## src/rtl/mem_port_arbiter_if.sv

```systemverilog
// rtl/mem_port_arbiter_if.sv - shared memory command port between the arbiter and the memory interface
interface mem_port_arbiter_if;
    logic        mem_read;
    logic        mem_write;
    logic [29:0] mem_addr;
    logic [31:0] mem_wdata;
    logic [3:0]  mem_byte_en;
    logic [31:0] mem_rdata;
    logic        mem_stall;

    // The arbiter issues commands; the memory side returns data and stall.
    modport master (
        output mem_read,
        output mem_write,
        output mem_addr,
        output mem_wdata,
        output mem_byte_en,
        input  mem_rdata,
        input  mem_stall
    );

    modport slave (
        input  mem_read,
        input  mem_write,
        input  mem_addr,
        input  mem_wdata,
        input  mem_byte_en,
        output mem_rdata,
        output mem_stall
    );
endinterface

```

## src/rtl/mem_port_arbiter.sv

```systemverilog
// rtl/mem_port_arbiter.sv - I-cache / D-cache arbiter for the single memory command port
module mem_port_arbiter #(
    parameter int unsigned MAX_D_STREAK   = 4,
    parameter logic [15:0] TIMEOUT_CYCLES = 16'd4096
) (
    input  logic               ui_clk,
    input  logic               rst,
    input  logic               ic_req,
    input  logic [29:0]        ic_addr,
    output logic               ic_done,
    output logic [31:0]        ic_rdata,
    input  logic               dc_req,
    input  logic               dc_we,
    input  logic [29:0]        dc_addr,
    input  logic [31:0]        dc_wdata,
    input  logic [3:0]         dc_byte_en,
    output logic               dc_done,
    output logic [31:0]        dc_rdata,
    mem_port_arbiter_if.master mem,
    output logic               busy,
    output logic               timeout_err
);
    localparam int unsigned         STREAK_W   = $clog2(MAX_D_STREAK + 1);
    localparam logic [STREAK_W-1:0] STREAK_MAX = STREAK_W'(MAX_D_STREAK);

    typedef enum logic [1:0] {
        IDLE   = 2'd0,
        I_XFER = 2'd1,
        D_XFER = 2'd2,
        DONE   = 2'd3
    } state_t;

    state_t              state;
    logic [STREAK_W-1:0] d_streak;
    logic [15:0]         xfer_cnt;
    logic                xfer_we;
    logic                i_wins;
    logic                xfer_complete;

    // D normally wins; once D has taken MAX_D_STREAK grants in a row over a waiting I, I goes next.
    assign i_wins = ic_req && ((d_streak == STREAK_MAX) || !dc_req);

    // xfer_cnt is zero only in the issue cycle, where the stall input is not yet meaningful.
    assign xfer_complete = (xfer_cnt != 16'd0) && !mem.mem_stall;

    assign busy = (state != IDLE);

    // Grant, hold the latched command until the memory side releases it, then pulse done once.
    always_ff @(posedge ui_clk) begin
        if (rst) begin
            state           <= IDLE;
            d_streak        <= '0;
            xfer_cnt        <= 16'd0;
            xfer_we         <= 1'b0;
            timeout_err     <= 1'b0;
            ic_done         <= 1'b0;
            dc_done         <= 1'b0;
            ic_rdata        <= 32'd0;
            dc_rdata        <= 32'd0;
            mem.mem_read    <= 1'b0;
            mem.mem_write   <= 1'b0;
            mem.mem_addr    <= 30'd0;
            mem.mem_wdata   <= 32'd0;
            mem.mem_byte_en <= 4'd0;
        end else begin
            ic_done <= 1'b0;
            dc_done <= 1'b0;
            case (state)
                IDLE: begin
                    if (i_wins) begin
                        state           <= I_XFER;
                        mem.mem_read    <= 1'b1;
                        mem.mem_write   <= 1'b0;
                        mem.mem_addr    <= ic_addr;
                        mem.mem_byte_en <= 4'hF;
                        xfer_we         <= 1'b0;
                        xfer_cnt        <= 16'd0;
                        d_streak        <= '0;
                    end else if (dc_req) begin
                        state           <= D_XFER;
                        mem.mem_read    <= !dc_we;
                        mem.mem_write   <= dc_we;
                        mem.mem_addr    <= dc_addr;
                        mem.mem_wdata   <= dc_wdata;
                        mem.mem_byte_en <= dc_we ? dc_byte_en : 4'hF;
                        xfer_we         <= dc_we;
                        xfer_cnt        <= 16'd0;
                        // The streak only counts D grants that made a waiting I wait longer.
                        if (!ic_req) begin
                            d_streak <= '0;
                        end else if (d_streak != STREAK_MAX) begin
                            d_streak <= d_streak + 1'b1;
                        end
                    end
                end
                I_XFER, D_XFER: begin
                    if (xfer_cnt != TIMEOUT_CYCLES) begin
                        xfer_cnt <= xfer_cnt + 16'd1;
                    end
                    // Flag a hung memory port but keep waiting; the transfer is never abandoned.
                    if ((xfer_cnt + 16'd1) >= TIMEOUT_CYCLES) begin
                        timeout_err <= 1'b1;
                    end
                    if (xfer_complete) begin
                        state         <= DONE;
                        mem.mem_read  <= 1'b0;
                        mem.mem_write <= 1'b0;
                        if (state == I_XFER) begin
                            ic_done  <= 1'b1;
                            ic_rdata <= mem.mem_rdata;
                        end else begin
                            dc_done <= 1'b1;
                            if (!xfer_we) begin
                                dc_rdata <= mem.mem_rdata;
                            end
                        end
                    end
                end
                DONE: begin
                    state <= IDLE;
                end
                default: begin
                    state <= IDLE;
                end
            endcase
        end
    end
endmodule

```

## src/flat_wrapper.sv

```systemverilog
// flat-port wrapper written by rule: the top's interface ports become plain ports
module mem_port_arbiter_flat 
#(
    parameter int unsigned MAX_D_STREAK   = 4,
    parameter logic [15:0] TIMEOUT_CYCLES = 16'd4096
)
  (ui_clk, rst, ic_req, ic_addr, ic_done, ic_rdata, dc_req, dc_we, dc_addr, dc_wdata, dc_byte_en, dc_done, dc_rdata, busy, timeout_err, mem_mem_read, mem_mem_write, mem_mem_addr, mem_mem_wdata, mem_mem_byte_en, mem_mem_rdata, mem_mem_stall);
  mem_port_arbiter_if mem_i ();
  input  logic ui_clk;
  input  logic rst;
  input  logic ic_req;
  input  logic [29:0] ic_addr;
  output logic ic_done;
  output logic [31:0] ic_rdata;
  input  logic dc_req;
  input  logic dc_we;
  input  logic [29:0] dc_addr;
  input  logic [31:0] dc_wdata;
  input  logic [3:0] dc_byte_en;
  output logic dc_done;
  output logic [31:0] dc_rdata;
  output logic busy;
  output logic timeout_err;
  output wire logic [$bits(mem_i.mem_read)-1:0] mem_mem_read;
  output wire logic [$bits(mem_i.mem_write)-1:0] mem_mem_write;
  output wire logic [$bits(mem_i.mem_addr)-1:0] mem_mem_addr;
  output wire logic [$bits(mem_i.mem_wdata)-1:0] mem_mem_wdata;
  output wire logic [$bits(mem_i.mem_byte_en)-1:0] mem_mem_byte_en;
  input wire logic [$bits(mem_i.mem_rdata)-1:0] mem_mem_rdata;
  input wire logic [$bits(mem_i.mem_stall)-1:0] mem_mem_stall;
  assign mem_mem_read = mem_i.mem_read;
  assign mem_mem_write = mem_i.mem_write;
  assign mem_mem_addr = mem_i.mem_addr;
  assign mem_mem_wdata = mem_i.mem_wdata;
  assign mem_mem_byte_en = mem_i.mem_byte_en;
  assign mem_i.mem_rdata = mem_mem_rdata;
  assign mem_i.mem_stall = mem_mem_stall;
  mem_port_arbiter #(.MAX_D_STREAK(MAX_D_STREAK), .TIMEOUT_CYCLES(TIMEOUT_CYCLES)) u_core (.ui_clk(ui_clk), .rst(rst), .ic_req(ic_req), .ic_addr(ic_addr), .ic_done(ic_done), .ic_rdata(ic_rdata), .dc_req(dc_req), .dc_we(dc_we), .dc_addr(dc_addr), .dc_wdata(dc_wdata), .dc_byte_en(dc_byte_en), .dc_done(dc_done), .dc_rdata(dc_rdata), .mem(mem_i), .busy(busy), .timeout_err(timeout_err));
endmodule
```

## config.mk

```make
export PLATFORM = sky130hd
export DESIGN_NAME = mem_port_arbiter_flat
export DESIGN_NICKNAME = d
export VERILOG_FILES = /design/src/rtl/mem_port_arbiter_if.sv /design/src/rtl/mem_port_arbiter.sv /design/src/flat_wrapper.sv
export SDC_FILE = /design/constraint.sdc
export NUM_CORES = 1
export LEC_CHECK = 0
export ABC_AREA = 0
export CORE_MARGIN = 8
export CORE_UTILIZATION = 45
export DETAILED_ROUTE_END_ITERATION = 7
export GPL_TIMING_DRIVEN = 0
export PLACE_DENSITY_LB_ADDON = 0.3
export SLEW_MARGIN = 20
export SYNTH_ARGS = -nofsm -noshare
export SYNTH_HDL_FRONTEND = slang
export SYNTH_SLANG_ARGS = --single-unit
```

## constraint.sdc

```tcl
create_clock -name ui_clk -period 3.6 [get_ports ui_clk]
set_input_delay 0.72 -clock ui_clk [delete_from_list [all_inputs] [get_ports ui_clk]]
set_output_delay 0.72 -clock ui_clk [all_outputs]
set_load 0.005 [all_outputs]
```

==> qor.log, run 1 <==
qor: sta.timing.final.hold_violations 0
qor: synth.syn_area_per_cell 8.51 sq um
qor: clock_tree.clk-insertion-delay-late 0.43 ns
qor: global_route.antenna_found_initial 0
qor: setup_path.cpMostUsedCell sky130_fd_sc_hd__inv_1
qor: clock_tree.cts-root-to-sink-buffers 2
qor: power.worst_ir_drop_vdd 420 uV
qor: synth.synth.cell_area 6590 sq um
qor: synth.synth_seq_cells 157
qor: floorplan.fp-row-count 44
qor: synth.synth.largest_area_cell sky130_fd_sc_hd__dfxtp_1
qor: global_route.grt_pass1_vias 6502
qor: synth.synth.yosys.warnings 0
qor: synth.yosys-top-cells-area sky130_fd_sc_hd__dfxtp_1, sky130_fd_sc_hd__nand2_1, sky130_fd_sc_hd__a21oi_1, sky130_fd_sc_hd__mux2i_1, sky130_fd_sc_hd__a211oi_1
qor: placement.gp_congestion 0.919
qor: sta.rsz_0062_raised_after_global_routing false
qor: finish.n_antenna_cell 0
qor: synth.synthDominantCellAreaShare 47.7%
qor: sta.final.setup.tns 0 ns
qor: synth.yosys.area_share.xor_xnor 0%
qor: placement.post-place-ws 0.802 ns
qor: routing.dr.first_iter.drc_count 396
qor: power.power.static_leakage 0.00368 uW
qor: clock_tree.cts_root_buffer sky130_fd_sc_hd__clkbuf_16
qor: min_path.hold_path_depth 2
qor: setup_path.critical_path.startpoint_type flop
qor: global_route.maximum_number_of_pins_on_one_net_before_global_route_repair 17
qor: floorplan.std_cell_core_area 14400 sq um
qor: synth.yosysSeqAreaShare 47.7%
qor: routing.detailed_route_wl 23000 um
qor: finish.area_delta_synth_final 54.2%
qor: power.power_density 607 nW/um^2
qor: floorplan.die-width 137 um
qor: finish.final_cell_count_no_fill 1257
qor: synth.compound_gate_fraction_of_synth_area 18.9%
qor: finish.layout-drive-gt1-share 9.97%
qor: global_route.grt_resource_usage_total 23.9%
qor: clock_tree.cts.htree.levels 4
qor: synth.synthMostInstantiatedCell sky130_fd_sc_hd__nand2_1
qor: min_path.hold_class flop to flop
qor: synth.largest_family_of_logic_cells_by_synthesized_area simple AND/OR/NAND/NOR gates
qor: floorplan.die-area 18800 sq um
qor: setup_path.critPathCaptureType output port
qor: run.cap_violations 0
qor: synth.synth.area.mux_share 4.71%
qor: clock_tree.cts_tree built
qor: finish.final_core_utilization 70.5%
qor: clock_tree.numCtsBuffers 17
qor: synth.postSynth.topFlopCell sky130_fd_sc_hd__dfxtp_1
qor: setup_path.worstPathArrival 1.95 ns
qor: finish.nets_finish 1202
qor: routing.detail_route.wl_per_cell 18.3 um
qor: setup_path.critical_path_class flop to output port
qor: routing.drtPass1Iterations 5
qor: clock_tree.cts_hold_repair.buffers 0
qor: floorplan.starting_utilization_of_the_core_area 45.7%
qor: sta.maxSlewViolCount 0
qor: sta.max-slew-margin-rel 49.8%
qor: synth.post_synth_most_frequent_cells sky130_fd_sc_hd__nand2_1, sky130_fd_sc_hd__dfxtp_1, sky130_fd_sc_hd__a21oi_1
qor: placement.post-place-cells 1226
qor: setup_path.timing.critical_path.slowest_stage_cell sky130_fd_sc_hd__clkdlybuf4s50_1
qor: floorplan.io-pin-count 270
qor: sta.worst_slack 0.931 ns
qor: synth.synth_adder_area_share 1.33%
qor: sta.layout_worst_path_cycle_share 74.1%
qor: floorplan.die_h 137 um
qor: clock_tree.post_cts.resized_instances 0
qor: sta.timing.clock.skew 0.0104 ns
qor: setup_path.crit_required 2.88 ns
qor: global_route.grt.overflow.total 0
qor: clock_tree.cts.sink_count 157
qor: setup_path.critical_path.max_stage_delay 0.62 ns
qor: setup_path.worstPathCellList inv_1 > ha_1 > buf_2 > inv_1 > clkdlybuf4s50_1
qor: sta.setup-violations-final 0
qor: synth.synthSimpleGateAreaFrac 22.8%
qor: placement.dp.final_hpwl 17500 um
qor: synth.postSynth.asyncResetShare 0%
qor: setup_path.path_max_fanout 9
qor: clock_tree.postCtsSetupRepairBufs 0
qor: synth.post_synth_inst_count 774
qor: sta.worst_max_slew_pin_slew 0.753 ns
qor: setup_path.rr_worst_depth 8
qor: routing.drt_drc_violations_left 0
qor: placement.buffer_ports.inserted 268
qor: synth.synthDistinctLibCells 62
qor: synth.synthesis.nets 915
qor: clock_tree.clkSlewWorstSetupHoldPaths 0.06 ns
qor: routing.ant_nets 0
qor: sta.post-route-min-period 2.67 ns
qor: sta.achievable-frequency 375 MHz
qor: outcome.status completed
qor: global_route.grt_pass1_wl 34900 um
qor: routing.via_to_cell_ratio 5.30
qor: routing.num_vias 6660
qor: synth.synth_enable_flop_cells 0
-- critical path, delay by kind of cell (launching register included) --
kind / cells / cell delay, ns
flip-flops: 1 / 0.38
adder cells (fa/ha/maj): 1 / 0.18
buffers and inverters: 4 / 0.96
-- layer usage --
layer	up-vias	share of wire, %	global-route usage, %
li1	3228	-	-
met3	35	9.9	8.37
met2	267	49	40.9
met5	-	0	0
met4	0	2.3	8.63
met1	3130	39	27.0
-- placed cells by master (no fill, tap or decap), types with 3 or more instances in the layout --
master	instances
sky130_fd_sc_hd__nand2_1	185
sky130_fd_sc_hd__nand3_1	9
sky130_fd_sc_hd__nand2b_1	7
sky130_fd_sc_hd__mux2i_1	31
sky130_fd_sc_hd__a21oi_1	95
sky130_fd_sc_hd__buf_1	4
sky130_fd_sc_hd__o21ai_0	13
sky130_fd_sc_hd__clkbuf_16	17
sky130_fd_sc_hd__nor3_1	5
sky130_fd_sc_hd__buf_6	4
sky130_fd_sc_hd__clkdlybuf4s50_1	268
sky130_fd_sc_hd__nor2_1	54
sky130_fd_sc_hd__inv_1	13
sky130_fd_sc_hd__nor4_4	3
sky130_fd_sc_hd__clkbuf_1	34
sky130_fd_sc_hd__nand2_2	20
sky130_fd_sc_hd__a21oi_2	20
sky130_fd_sc_hd__ha_1	7
sky130_fd_sc_hd__buf_4	3
sky130_fd_sc_hd__or4_1	5
sky130_fd_sc_hd__o21ai_1	3
sky130_fd_sc_hd__nor4_1	3
sky130_fd_sc_hd__buf_2	10
sky130_fd_sc_hd__dfxtp_1	157
sky130_fd_sc_hd__nor2b_1	3
sky130_fd_sc_hd__nand4_1	6
sky130_fd_sc_hd__a211oi_1	32
sky130_fd_sc_hd__bufinv_16	6
-- logic make-up after synthesis --
logic type               Yosys count
AND/OR/NAND/NOR                  321
AO/OA/AOI/OAI                    192
flip-flops                       157
buffers and inverters             66
multiplexers                      31
adder cells (fa/ha/maj)            7
-- stage by stage --
step / instance area [sq um] / total power [uW] / hold slack (ns)
5_1_grt: 10200 / 6470 / 0.467
4_1_cts: 10200 / 6180 / 0.453
3_3_place_gp: 9500 / 4120 / 0.441
6_report: 10200 / 6170 / 0.452
3_5_place_dp: 9500 / 4160 / 0.445
2_1_floorplan: 6590 / 3190 / 0.449
-- sequential cells by signal, summed over array words and instances (netlist names), 2 cells and up --
name,count
u_core.mem.mem_wdata,32
u_core.d_streak,3
u_core.dc_rdata,32
u_core.xfer_cnt,16
u_core.state,2
u_core.mem.mem_byte_en,4
u_core.mem.mem_addr,30
u_core.ic_rdata,32
-- where the power goes --
part | internal, uW | total, uW | switching, uW
registers | 1980 | 2120 | 138
clock network | 1310 | 2020 | 705
logic | 927 | 2030 | 1100
-- area by class of cell --
type                       instances  area, sq um
clock buffer                      20          447
inverter                          13         48.8
tap                              184          230
sequential                       157         3140
timing repair buffer             268         2680
multi-input combinational        551         3150
buffer                            53          253
clock inverter                    11          215
fill                            1120         4260
-- final timing paths --
kind / from / end / slack (ns)
max: u_core.state[0] / busy / 0.93
min: u_core.mem.mem_wdata[14] / u_core.mem.mem_wdata[14] / 0.45
max reg2reg: u_core.state[0] / u_core.dc_rdata[17] / 1.33
min reg2reg: u_core.mem.mem_wdata[14] / u_core.mem.mem_wdata[14] / 0.45
Power figures use the tool's default switching activity.
==> run 2, diff against run 1 <==
Settings changed: CORE_UTILIZATION 45 to 43.
Clock period 3.6 ns to 2.79 ns, I/O delays scaled along.
==> qor.log, run 2 (synthesized netlist as in run 1, its figures left out) <==
qor: clock_tree.cts_root_buffer sky130_fd_sc_hd__clkbuf_16
qor: outcome.status completed
qor: sta.maxSlewViolCount 0
qor: routing.drtPass1Iterations 4
qor: power.power.static_leakage 0.00363 uW
qor: clock_tree.postCtsSetupRepairBufs 0
qor: setup_path.critical_path_class flop to output port
qor: global_route.antenna_found_initial 0
qor: routing.ant_nets 0
qor: clock_tree.clk-insertion-delay-late 0.42 ns
qor: power.pwr-share-clk 29.9%
qor: placement.buffer_ports.inserted 268
qor: sta.setup-violations-final 0
qor: setup_path.rr_worst_depth 8
qor: clock_tree.cts-root-to-sink-buffers 2
qor: clock_tree.post_cts.resized_instances 0
qor: finish.biggestRegsByFlops u_core.dc_rdata: 32 flops, u_core.ic_rdata: 32 flops, u_core.mem.mem_wdata: 32 flops
qor: routing.num_vias 6541
qor: sta.worst_slack 0.337 ns
qor: placement.gp_congestion 0.877
qor: routing.dr.first_iter.drc_count 318
qor: run.cap_violations 0
qor: routing.drt_drc_violations_left 0
qor: placement.post_dp_cell_area 9510 sq um
qor: sta.rsz_0062_raised_after_global_routing false
qor: clock_tree.cts.sink_count 157
qor: finish.final_cell_count_no_fill 1260
qor: power.p_switching 2450 uW
qor: setup_path.worstPathCellList inv_1 > ha_1 > buf_2 > inv_1 > clkdlybuf4s50_1
qor: floorplan.std_cell_core_area 15100 sq um
qor: placement.post-place-cells 1230
qor: clock_tree.clkSlewWorstSetupHoldPaths 0.06 ns
qor: global_route.grt_pass1_vias 6390
qor: power.p_int 5110 uW
qor: sta.layout_worst_path_cycle_share 87.9%
qor: sta.final.setup.tns 0 ns
qor: finish.area_delta_synth_final 53.0%
qor: finish.mostFrequentLayoutCells sky130_fd_sc_hd__clkdlybuf4s50_1, sky130_fd_sc_hd__nand2_1, sky130_fd_sc_hd__dfxtp_1, sky130_fd_sc_hd__a21oi_1, sky130_fd_sc_hd__nor2_1
qor: finish.nFillCells 1262
qor: floorplan.io-pin-count 270
qor: finish.layout-drive-gt1-share 9.98%
qor: global_route.grt.overflow.total 0
qor: sta.achievable-frequency 408 MHz
qor: floorplan.starting_utilization_of_the_core_area 43.7%
qor: setup_path.crit_cells 5
qor: power.p_comb_share 33.9%
qor: global_route.maximum_number_of_pins_on_one_net_before_global_route_repair 17
qor: placement.post-place-ws 0.164 ns
qor: routing.detail_route.wl_per_cell 17.3 um
qor: min_path.hold_class flop to flop
qor: setup_path.worst_flop_to_flop_path_endpoint u_core.dc_rdata[11]
qor: global_route.grt_resource_usage_total 21.9%
qor: clock_tree.numCtsBuffers 17
qor: clock_tree.cts_tree built
qor: global_route.grt_pass1_wl 34100 um
qor: floorplan.die-width 140 um
qor: clock_tree.cts_hold_repair.buffers 0
qor: routing.via_to_cell_ratio 5.19
qor: sta.timing.clock.skew 0.0108 ns
qor: min_path.timing.hold.worst.start u_core.ic_rdata[3]
qor: power.switching_share 32.4%
qor: sta.max-slew-margin-rel 48.3%
qor: placement.dp.final_hpwl 17000 um
qor: finish.n_antenna_cell 0
qor: clock_tree.cts.htree.levels 4
qor: finish.final_core_utilization 66.8%
qor: setup_path.worstReg2RegStart u_core.state[0]
qor: sta.post-route-min-period 2.45 ns
qor: power.worst_ir_drop_vdd 456 uV
qor: finish.nets_finish 1202
qor: floorplan.die_h 140 um
qor: min_path.hold_path_depth 2
qor: finish.stdcell_area 10100 sq um
qor: setup_path.cpMostUsedCell sky130_fd_sc_hd__inv_1
qor: floorplan.fp-row-count 45
qor: setup_path.critPathCaptureType output port
qor: floorplan.die-area 19500 sq um
qor: power.share_seq_of_total_power 36.2%
qor: setup_path.crit_family buffers and inverters
qor: setup_path.path_max_fanout 9
qor: sta.worst_max_slew_pin_slew 0.775 ns
qor: min_path.hold_end u_core.ic_rdata[3]
qor: finish.layout_commonest_cell sky130_fd_sc_hd__clkdlybuf4s50_1
qor: setup_path.worstPathArrival 1.89 ns
qor: setup_path.setup.reg_to_reg.worst_slack 0.60 ns
qor: setup_path.crit_required 2.23 ns
qor: sta.timing.final.hold_violations 0
qor: setup_path.critical_path.startpoint_type flop
qor: setup_path.path_buf_inv 4
qor: routing.detailed_route_wl 21800 um
qor: power.power_density 749 nW/um^2
qor: setup_path.critical_path.max_stage_delay 0.54 ns
qor: setup_path.timing.critical_path.slowest_stage_cell sky130_fd_sc_hd__clkdlybuf4s50_1
## run 2: worst max path at each step
stage / from / slack [ns] / end
6_report: u_core.state[0] / 0.34 / busy
5_1_grt: u_core.state[0] / 0.23 / busy
4_1_cts: u_core.state[0] / 0.30 / busy
3_5_place_dp: mem_mem_stall / 0.16 / u_core.ic_rdata[21]
3_3_place_gp: mem_mem_stall / 0.20 / u_core.ic_rdata[25]
2_1_floorplan: u_core.state[0] / 0.94 / u_core.dc_rdata[10]
## run 2: cell type report
class                   instances  area (sq um)  share of cell area (%)
plain buffers                  53           253                    2.51
clock buffers                  20           457                    4.53
clock inverters                10           116                    1.15
inverters                      13          48.8                   0.484
multi-input cells             551          3150                    31.2
flip-flops and latches        157          3140                    31.2
well taps                     188           235                    2.33
repair buffers                268          2680                    26.6
## run 2: routing by layer
layer / routed length, um / GRT usage, % / vias to the layer above
met1: 8950 / 25.4 / 2985
met2: 10300 / 36.4 / 308
met3: 2230 / 8.24 / 30
met4: 332 / 7.43 / 0
met5: 0 / 0 / -
li1: - / - / 3218
## run 2: tightest hold or removal path, delay by kind of cell, from the launching register on
kind | cells | cell delay, ns
AOI/OAI and AO/OA | 1 | 0.05
and+or+nand+nor | 1 | 0.05
DFF | 1 | 0.30
## run 2: power groups by stage
stage | clock network [uW] | logic [uW] | registers, uW
detailed placement | 0 | 2560 | 2780
global placement | 0 | 2550 | 2760
floorplan | 0 | 1320 | 2790
CTS | 2290 | 2570 | 2740
global route | 2390 | 2820 | 2770
finish | 2260 | 2560 | 2740
## run 2: metrics by stage
step | hold slack (ns) | power, uW
global route | 0.468 | 7980
finish | 0.452 | 7550
CTS | 0.454 | 7600
floorplan | 0.449 | 4110
global placement | 0.441 | 5310
detailed placement | 0.446 | 5340
